==> config.mk <==
export PLATFORM = sky130hd
export DESIGN_NAME = div_arbiter
export DESIGN_NICKNAME = d
export VERILOG_FILES = /design/src/rtl/div_arbiter.sv
export SDC_FILE = /design/constraint.sdc
export NUM_CORES = 1
export LEC_CHECK = 0
export ABC_AREA = 1
export CAP_MARGIN = 5
export CORE_AREA = 2 2 102 104
export CTS_CLUSTER_SIZE = 24
export DETAILED_ROUTE_END_ITERATION = 10
export DIE_AREA = 0 0 104 106
export HOLD_SLACK_MARGIN = 0.06
export SYNTH_ARGS = -nofsm -noshare
export SYNTH_HDL_FRONTEND = slang
export SYNTH_SLANG_ARGS = --single-unit
==> constraint.sdc <==
create_clock -name clk -period 2.7 [get_ports clk]
set_input_delay 0.27 -clock clk [delete_from_list [all_inputs] [get_ports clk]]
set_output_delay 0.27 -clock clk [all_outputs]
set_load 0.05 [all_outputs]
==> src/rtl/div_arbiter.sv <==
// div_arbiter
//   Shares one iterative divider among NREQ requesters. It picks a requester
//   round-robin and latches that requester's operands. It then pulses the
//   divider start, waits for finish, and returns a tagged response.
//   The latency does not depend on the operand values. A zero divisor is
//   still sent to the divider, so the result takes the same time as any other.
//
// Ports
//   clk, rst_n                    clock, asynchronous active-low reset
//   req                           per-requester request level
//   req_dividend/req_divisor      packed operands, slice i = requester i
//   gnt                           one-hot grant pulse (operands captured)
//   div_start                     divider start pulse
//   div_dividend/div_divisor      captured operands driven to the divider
//   div_quotient/div_remainder    divider results
//   div_finish                    divider done pulse
//   rsp_valid                     one-cycle response pulse
//   rsp_id                        requester index of the response
//   rsp_quotient/rsp_remainder    result (held until the next response)
//   rsp_dbz                       divisor was zero
//   rsp_err                       watchdog timeout, result forced to zero
//   busy                          high whenever the sequencer is not idle
module div_arbiter #(
  parameter int WIDTH = 8,
  parameter int NREQ  = 4,
  parameter int IDW   = 2,
  parameter int TMO   = 2 * WIDTH
) (
  input  logic                  clk,
  input  logic                  rst_n,
  input  logic [NREQ-1:0]       req,
  input  logic [NREQ*WIDTH-1:0] req_dividend,
  input  logic [NREQ*WIDTH-1:0] req_divisor,
  output logic [NREQ-1:0]       gnt,
  output logic                  div_start,
  output logic [WIDTH-1:0]      div_dividend,
  output logic [WIDTH-1:0]      div_divisor,
  input  logic [WIDTH-1:0]      div_quotient,
  input  logic [WIDTH-1:0]      div_remainder,
  input  logic                  div_finish,
  output logic                  rsp_valid,
  output logic [IDW-1:0]        rsp_id,
  output logic [WIDTH-1:0]      rsp_quotient,
  output logic [WIDTH-1:0]      rsp_remainder,
  output logic                  rsp_dbz,
  output logic                  rsp_err,
  output logic                  busy
);

  localparam int CW = (TMO > 1) ? $clog2(TMO) : 1;

  typedef enum logic [1:0] {IDLE, ISSUE, WAIT} state_t;

  state_t           state_reg, state_next;
  logic [IDW-1:0]   ptr_reg, ptr_next;
  logic [CW-1:0]    cnt_reg, cnt_next;
  logic [NREQ-1:0]  gnt_reg, gnt_next;
  logic             start_reg, start_next;
  logic [WIDTH-1:0] dividend_reg, dividend_next;
  logic [WIDTH-1:0] divisor_reg, divisor_next;
  logic [IDW-1:0]   id_reg, id_next;
  logic             dbz_reg, dbz_next;
  logic             rsp_valid_reg, rsp_valid_next;
  logic [IDW-1:0]   rsp_id_reg, rsp_id_next;
  logic [WIDTH-1:0] rsp_q_reg, rsp_q_next;
  logic [WIDTH-1:0] rsp_r_reg, rsp_r_next;
  logic             rsp_dbz_reg, rsp_dbz_next;
  logic             rsp_err_reg, rsp_err_next;
  logic             busy_reg, busy_next;

  // Unpack the per-requester operand slices.
  logic [WIDTH-1:0] dividend_arr [NREQ];
  logic [WIDTH-1:0] divisor_arr  [NREQ];

  generate
    for (genvar gi = 0; gi < NREQ; gi++) begin : g_unpack
      assign dividend_arr[gi] = req_dividend[gi*WIDTH +: WIDTH];
      assign divisor_arr[gi]  = req_divisor[gi*WIDTH +: WIDTH];
    end
  endgenerate

  // Round-robin pick. Rotate the request vector so that bit 0 is the
  // requester at ptr. The first set bit is then the offset of the winner
  // from ptr, and the index is reduced modulo NREQ.
  logic [2*NREQ-1:0] rot;
  logic              found;
  logic [IDW-1:0]    sel;
  logic [IDW:0]      sum;

  always_comb begin
    rot   = {req, req} >> ptr_reg;
    found = 1'b0;
    sel   = '0;
    sum   = '0;
    for (int k = 0; k < NREQ; k++) begin
      if (!found && rot[k]) begin
        found = 1'b1;
        sum   = {1'b0, ptr_reg} + (IDW+1)'(k);
        if (sum >= (IDW+1)'(NREQ)) sum = sum - (IDW+1)'(NREQ);
        sel   = sum[IDW-1:0];
      end
    end
  end

  // Operand mux for the selected requester.
  logic [WIDTH-1:0] sel_dividend, sel_divisor;

  always_comb begin
    sel_dividend = '0;
    sel_divisor  = '0;
    for (int k = 0; k < NREQ; k++) begin
      if (sel == IDW'(k)) begin
        sel_dividend = dividend_arr[k];
        sel_divisor  = divisor_arr[k];
      end
    end
  end

  always_comb begin
    state_next     = state_reg;
    ptr_next       = ptr_reg;
    cnt_next       = cnt_reg;
    gnt_next       = '0;
    start_next     = 1'b0;
    dividend_next  = dividend_reg;
    divisor_next   = divisor_reg;
    id_next        = id_reg;
    dbz_next       = dbz_reg;
    rsp_valid_next = 1'b0;
    rsp_id_next    = rsp_id_reg;
    rsp_q_next     = rsp_q_reg;
    rsp_r_next     = rsp_r_reg;
    rsp_dbz_next   = rsp_dbz_reg;
    rsp_err_next   = rsp_err_reg;

    unique case (state_reg)
      IDLE: begin
        if (found) begin
          for (int k = 0; k < NREQ; k++) gnt_next[k] = (sel == IDW'(k));
          start_next    = 1'b1;
          dividend_next = sel_dividend;
          divisor_next  = sel_divisor;
          id_next       = sel;
          dbz_next      = (sel_divisor == '0);
          ptr_next      = (sel == IDW'(NREQ-1)) ? '0 : sel + 1'b1;
          state_next    = ISSUE;
        end
      end
      ISSUE: begin
        state_next = WAIT;
        cnt_next   = '0;
      end
      WAIT: begin
        if (div_finish) begin
          rsp_valid_next = 1'b1;
          rsp_id_next    = id_reg;
          rsp_q_next     = div_quotient;
          rsp_r_next     = div_remainder;
          rsp_dbz_next   = dbz_reg;
          rsp_err_next   = 1'b0;
          state_next     = IDLE;
        end else if (cnt_reg == CW'(TMO-1)) begin
          // Watchdog expired: report an error with a zeroed result.
          rsp_valid_next = 1'b1;
          rsp_id_next    = id_reg;
          rsp_q_next     = '0;
          rsp_r_next     = '0;
          rsp_dbz_next   = dbz_reg;
          rsp_err_next   = 1'b1;
          state_next     = IDLE;
        end else begin
          cnt_next = cnt_reg + 1'b1;
        end
      end
      default: state_next = IDLE;
    endcase

    busy_next = (state_next != IDLE);
  end

  always_ff @(posedge clk or negedge rst_n) begin
    if (!rst_n) begin
      state_reg     <= IDLE;
      ptr_reg       <= '0;
      cnt_reg       <= '0;
      gnt_reg       <= '0;
      start_reg     <= 1'b0;
      dividend_reg  <= '0;
      divisor_reg   <= '0;
      id_reg        <= '0;
      dbz_reg       <= 1'b0;
      rsp_valid_reg <= 1'b0;
      rsp_id_reg    <= '0;
      rsp_q_reg     <= '0;
      rsp_r_reg     <= '0;
      rsp_dbz_reg   <= 1'b0;
      rsp_err_reg   <= 1'b0;
      busy_reg      <= 1'b0;
    end else begin
      state_reg     <= state_next;
      ptr_reg       <= ptr_next;
      cnt_reg       <= cnt_next;
      gnt_reg       <= gnt_next;
      start_reg     <= start_next;
      dividend_reg  <= dividend_next;
      divisor_reg   <= divisor_next;
      id_reg        <= id_next;
      dbz_reg       <= dbz_next;
      rsp_valid_reg <= rsp_valid_next;
      rsp_id_reg    <= rsp_id_next;
      rsp_q_reg     <= rsp_q_next;
      rsp_r_reg     <= rsp_r_next;
      rsp_dbz_reg   <= rsp_dbz_next;
      rsp_err_reg   <= rsp_err_next;
      busy_reg      <= busy_next;
    end
  end

  assign gnt           = gnt_reg;
  assign div_start     = start_reg;
  assign div_dividend  = dividend_reg;
  assign div_divisor   = divisor_reg;
  assign rsp_valid     = rsp_valid_reg;
  assign rsp_id        = rsp_id_reg;
  assign rsp_quotient  = rsp_q_reg;
  assign rsp_remainder = rsp_r_reg;
  assign rsp_dbz       = rsp_dbz_reg;
  assign rsp_err       = rsp_err_reg;
  assign busy          = busy_reg;

endmodule
After elaboration in Yosys (flattened, before gate mapping)
Index checks and enable logic that the tools add are counted.
- memory bits (writable): 0
- input bits: 87
- memories kept: 0
- register bits after elaboration: 54
- bits in latches: 0
- word-level logic and storage cells: 97
- output and inout port bits: 43
- ROM bits: 0
- multipliers: 0
- reduce and logical (&&, ||, !) cells: 15
- muxes and demuxes: 44
- $lt $le $gt $ge: 4
- div/mod/pow operators: 0
- add/subtract/negate cells: 9
- shift operators: 1
- bitwise gates (word level): 0
- equal/unequal tests: 8
- operators with widths (cell ; count):
    two-way mux 8 bit ; 11
    two-way mux 2 bit ; 14
    two-way mux 4 bit ; 4
    two-way mux 1 bit ; 13
    greater-or-equal comparator 3 bit, second input constant ; 3
    zero test 8 bit ; 1
    one-hot mux 4 bit (2 select lines) ; 1
    right shift 8 x 2 -> 4 bit ; 1
    subtractor 2 x 1 -> 2 bit, second input constant ; 4
    adder 2 x 2 -> 3 bit, second input constant ; 2
    equality test 2 bit, second input constant ; 3
    one-hot mux 2 bit (3 select lines) ; 1
    nonzero test 2 bit ; 3
    adder 4 x 1 -> 4 bit, second input constant ; 1
    equality test 2 x 1 -> 1 bit, second input constant ; 2
    equality test 4 bit, second input constant ; 1
    zero test 2 bit ; 2
    inequality test 2 bit, second input constant ; 2
    AND reduction 2 bit ; 2
    adder 2 x 1 -> 3 bit, second input constant ; 1
    greater-or-equal comparator 2 x 3 -> 1 bit, second input constant ; 1
    logical AND 1 bit ; 3
    zero test 1 bit ; 3
    AND reduction 3 bit ; 1
    adder 2 x 1 -> 2 bit, second input constant ; 1

Depth between registers and ports, before layout
- depth after elaboration: 17
- gate-level depth with buffers: 22
- depth with buffers taken out: 21

Least setup slack after synthesis
Ideal clock, no wire load.
- path kind: flip-flop to flip-flop
- start point: register ptr_reg[0]
- end point: register dbz_reg
- required time: 2.584 ns
- period minus slack after synthesis: 2.336 ns
- setup time: 0.116 ns
- slack: 0.364 ns
- path buffers: 3
- arrival: 2.220 ns
- stages on the path, launching flop included: 21
- cell sequence: dfrtp_1 > buf_6 > nand2_2 > nand3_1 > nand2_2 > nor2_1 > nor2_1 > nand2_1 > nand2_1 > inv_1 > ha_1 > buf_2 > nor2_4 > buf_4 > nand2_1 > nand2_1 > o21ai_0 > o21ai_1 > nor2_2 > nand2_1 > nand2_1
- cells in the longest elaborated chain, start to end: 17
- elaborated cells on any way between the ends: 40
- those cells by class: add/sub: 7; order compare: 4; eq/ne: 3; shift: 1; mux: 16; reduce/logical: 9
- ends and longest elaborated chain (element ; line ; RTL):
    start, declared ; 55 ; logic [IDW-1:0] ptr_reg, ptr_next;
    start signal, assigned ; 201 ; ptr_reg <= ptr_next;
    parallel branches: the longest is 10 deep, another holds adder 2 x 1 -> 3 bit ; - ;
    two-way mux 2 bit * ; 96 ; if (!found && rot[k]) begin
    via sel[0] ; 87 ; logic [IDW-1:0] sel;
    zero test 2 bit ; 112 ; if (sel == IDW'(k)) begin
    two-way mux 8 bit (3 in a row) ; 112 ;
    two-way mux 8 bit * ; 112 ;
    zero test 8 bit * ; 144 ; dbz_next = (sel_divisor == '0);
    end signal, assigned ; 208 ; dbz_reg <= dbz_next;
    end, declared ; 62 ; logic dbz_reg, dbz_next;
Mark *: on every way through the listed nets, which the timed path passes.
A chain may end at the register's enable or synchronous reset.

Worst setup path in the final report
Same ends and word-level chain as after synthesis.

==> impl_metrics.tcl <==
set metrics [dict create \
    status "finished, final reports clean" \
    worst_ep_arrival_time_ns 2.74 \
    critPathTopFamily "simple AND/OR/NAND/NOR gates" \
    crit_start "ptr_reg[0]$_DFFE_PN0P_" \
    vias 2877 \
    wl_per_cell_um 12.49 \
    ioPinCount 130 \
    fin_worst_skew_ns 0.004485 \
    syn_avg_cell_area_um2 7.819 \
    root_buffer "clkbuf_8" \
    synth_edf_count 0 \
    grt_pass1_vias 2817 \
    yosysWarnings 0 \
    final_common_cell "nand2_1" \
    synth_fp_nets 461 \
    drc_errors 0 \
    required_ns 2.94 \
    most-common-layout-cells "143 x nand2_1, 128 x clkdlybuf4s50_1, 53 x dfrtp_1" \
    die_height_um 106 \
    cts.clk_slew.worst_paths_ns 0.09 \
    synth-seq-area-share_pct 46.83 \
    first_pass_iters 5 \
    portBuffers 129 \
    synth.distinct_cells 28 \
    synth_area_leader_cell "dfrtp_1" \
    cp.depth 19 \
    drive_gt1_share_pct 12.65 \
    cts_tree "built" \
    final_cell_area_um2 4583 \
    syn_inst 369 \
    fmax_ghz 0.3996 \
    drv_slew 0 \
    setup_viol 0 \
    rows 37 \
    start_util_pct 28.85 \
    cp_num_buf_inv 4 \
    numCtsBuffers 5 \
    drtIter0Drc 189 \
    maxCapViolCount 0 \
    dpl_cell_area_um2 4379 \
    start_kind "flip-flop" \
    overflow 0 \
    core_region_area_um2 10000 \
    ctsHoldBuffers 0 \
    relSlewSlack_pct 44.89 \
    worstHoldPathType "in2async" \
    clock_path_buffers 2 \
    place_congestion 0.8391 \
    path_max_fanout 8 \
    layout_min_cycle_time_ns 2.502 \
    worst_setup_path_end_kind "flip-flop" \
    period_share_pct 92.67 \
    synth_seq_cells 54 \
    r2r_cells 19 \
    via_per_inst 4.481 \
    crit_slowest_cell "dfrtp_2" \
    hold_viol 0 \
    path_class "reg2reg" \
    rr_startpoint "ptr_reg[0]$_DFFE_PN0P_" \
    grt_use_total_pct 14.39 \
    clock_sinks 54 \
    dp_hpwl_um 6141 \
    area_growth_pct 58.85 \
    clkLatencyLatePin_ns 0.30 \
    die_w_um 104 \
    synth_area_um2 2885 \
    cts_htree_levels 2 \
    ys_async_sr_fraction_pct 100.0 \
    r2r-end "dbz_reg$_DFFE_PN0P_" \
    worst_pin_slew_ns 0.8266 \
    max_stage_delay_ns 0.49 \
    dieArea_um2 11020 \
    rrSetupSlack_ns 0.20 \
    finalWirelength_um 8017 \
    cpMostUsedCell "nand2_1" \
    grt_pass1_wl_um 13190 \
    yosys.area.top_type_share_pct 46.83 \
    yosys_most_used_dff "dfrtp_1" \
    final_nets 597 \
    rsz0062_at_grt "false" \
    synth_area_leaders "dfrtp_1 47%, nand2_1 19%, a22o_1 5.2%" \
    antenna_found_initial 0 \
    ant_nets 0 \
    grt_max_degree 39 \
    crit_chain "inv_4 -> nand2_1 -> nand3_1 -> nand2_2 -> buf_4 -> nand4_1 -> nand3_2 -> nand2_4 -> inv_2 -> ha_4 -> inv_2 -> or2_2 -> nand3_1 -> nand2_1 -> nor2_1 -> nand2_1 -> nor2_1 -> nand2_1 -> nand2_1" \
    antenna_cells 0 \
    crit_end "dbz_reg$_DFFE_PN0P_" \
]
stage by stage:
step	TNS (ns)	hold WS, ns	util, %	instances	setup WS (ns)
6_report	0	0.05604	45.83	642	0.1978
4_1_cts	0	0.1012	44.76	640	0.05012
5_1_grt	0	0.1103	45.83	642	0.005478
3_3_place_gp	-0.04677	0.4221	43.79	632	-0.04156
2_1_floorplan	0	-0.02559	-	369	0.3639
3_5_place_dp	-0.3517	0.4393	43.79	632	-0.07936
how the worst min path moves through the flow:
| stage | startpoint | end | cells past startpoint |
|---|---|---|---|
| 2_1_floorplan | rst_n | busy$_DFF_PN0_ | 0 |
| 3_5_place_dp | rst_n | rsp_quotient[7]$_DFFE_PN0P_ | 1 |
| 4_1_cts | rst_n | rsp_quotient[7]$_DFFE_PN0P_ | 1 |
| 3_3_place_gp | rst_n | rsp_quotient[7]$_DFFE_PN0P_ | 1 |
| 5_1_grt | rst_n | rsp_quotient[7]$_DFFE_PN0P_ | 1 |
| 6_report | rst_n | rsp_quotient[7]$_DFFE_PN0P_ | 1 |
cell usage after synthesis (2+ instances only):
library cell  instances
nand2_1             147
dfrtp_1              54
o21ai_0              25
nor2_1               20
a21oi_1              19
inv_1                19
a22o_1               17
nand3_1              16
buf_2                 6
ha_1                  5
buf_4                 4
buf_6                 4
clkbuf_1              4
nand2_2               4
or2_2                 4
inv_2                 3
nand4_1               3
nand3_2               2
nor2_2                2
o21ai_1               2
xnor2_1               2
area by class of cell:
type	instances	area, µm²
fill	1006	5416
timing repair buffer	146	1463
multi-input combinational	275	1411
sequential	54	1353
tap	136	170.2
inverter	23	91.34
clock buffer	6	82.58
clock inverter	2	12.51
routing by layer:
layer / vias up / GRT usage (%) / wire (µm)
li1: 1457 / - / -
met1: 1300 / 18.71 / 3599
met2: 112 / 23.87 / 3827
met3: 8 / 3.801 / 496
met4: 0 / 3.668 / 94
met5: - / 0 / 0
worst register-to-register path: cells and delay by family, from the launching register on:
family / cells / cell delay (ns)
and+or+nand+nor: 14 / 1.42
DFF: 1 / 0.49
buffers and inverters: 4 / 0.38
adders and majority gates: 1 / 0.15
what timing repair did:
action                                 CTS  global route
gates resized for setup                  1            31
pin swaps                                0             7
cloned                                   0             1
setup buffers                            0             2
endpoints found under the hold margin    0             0
setup endpoints to repair                1            17
cells by family after synthesis:
kind of cell               share of synthesized area (%)
xor gates and xnor gates                          0.9108
buffers and inverters                              7.242
adders and majority gates                          2.168
DFF                                                46.83
and+or+nand+nor                                    29.44
AOI/OAI and AO/OA                                  13.40
Power is not shown: default switching activity piles up to over one toggle a cycle in this logic, so the estimate is an artifact.
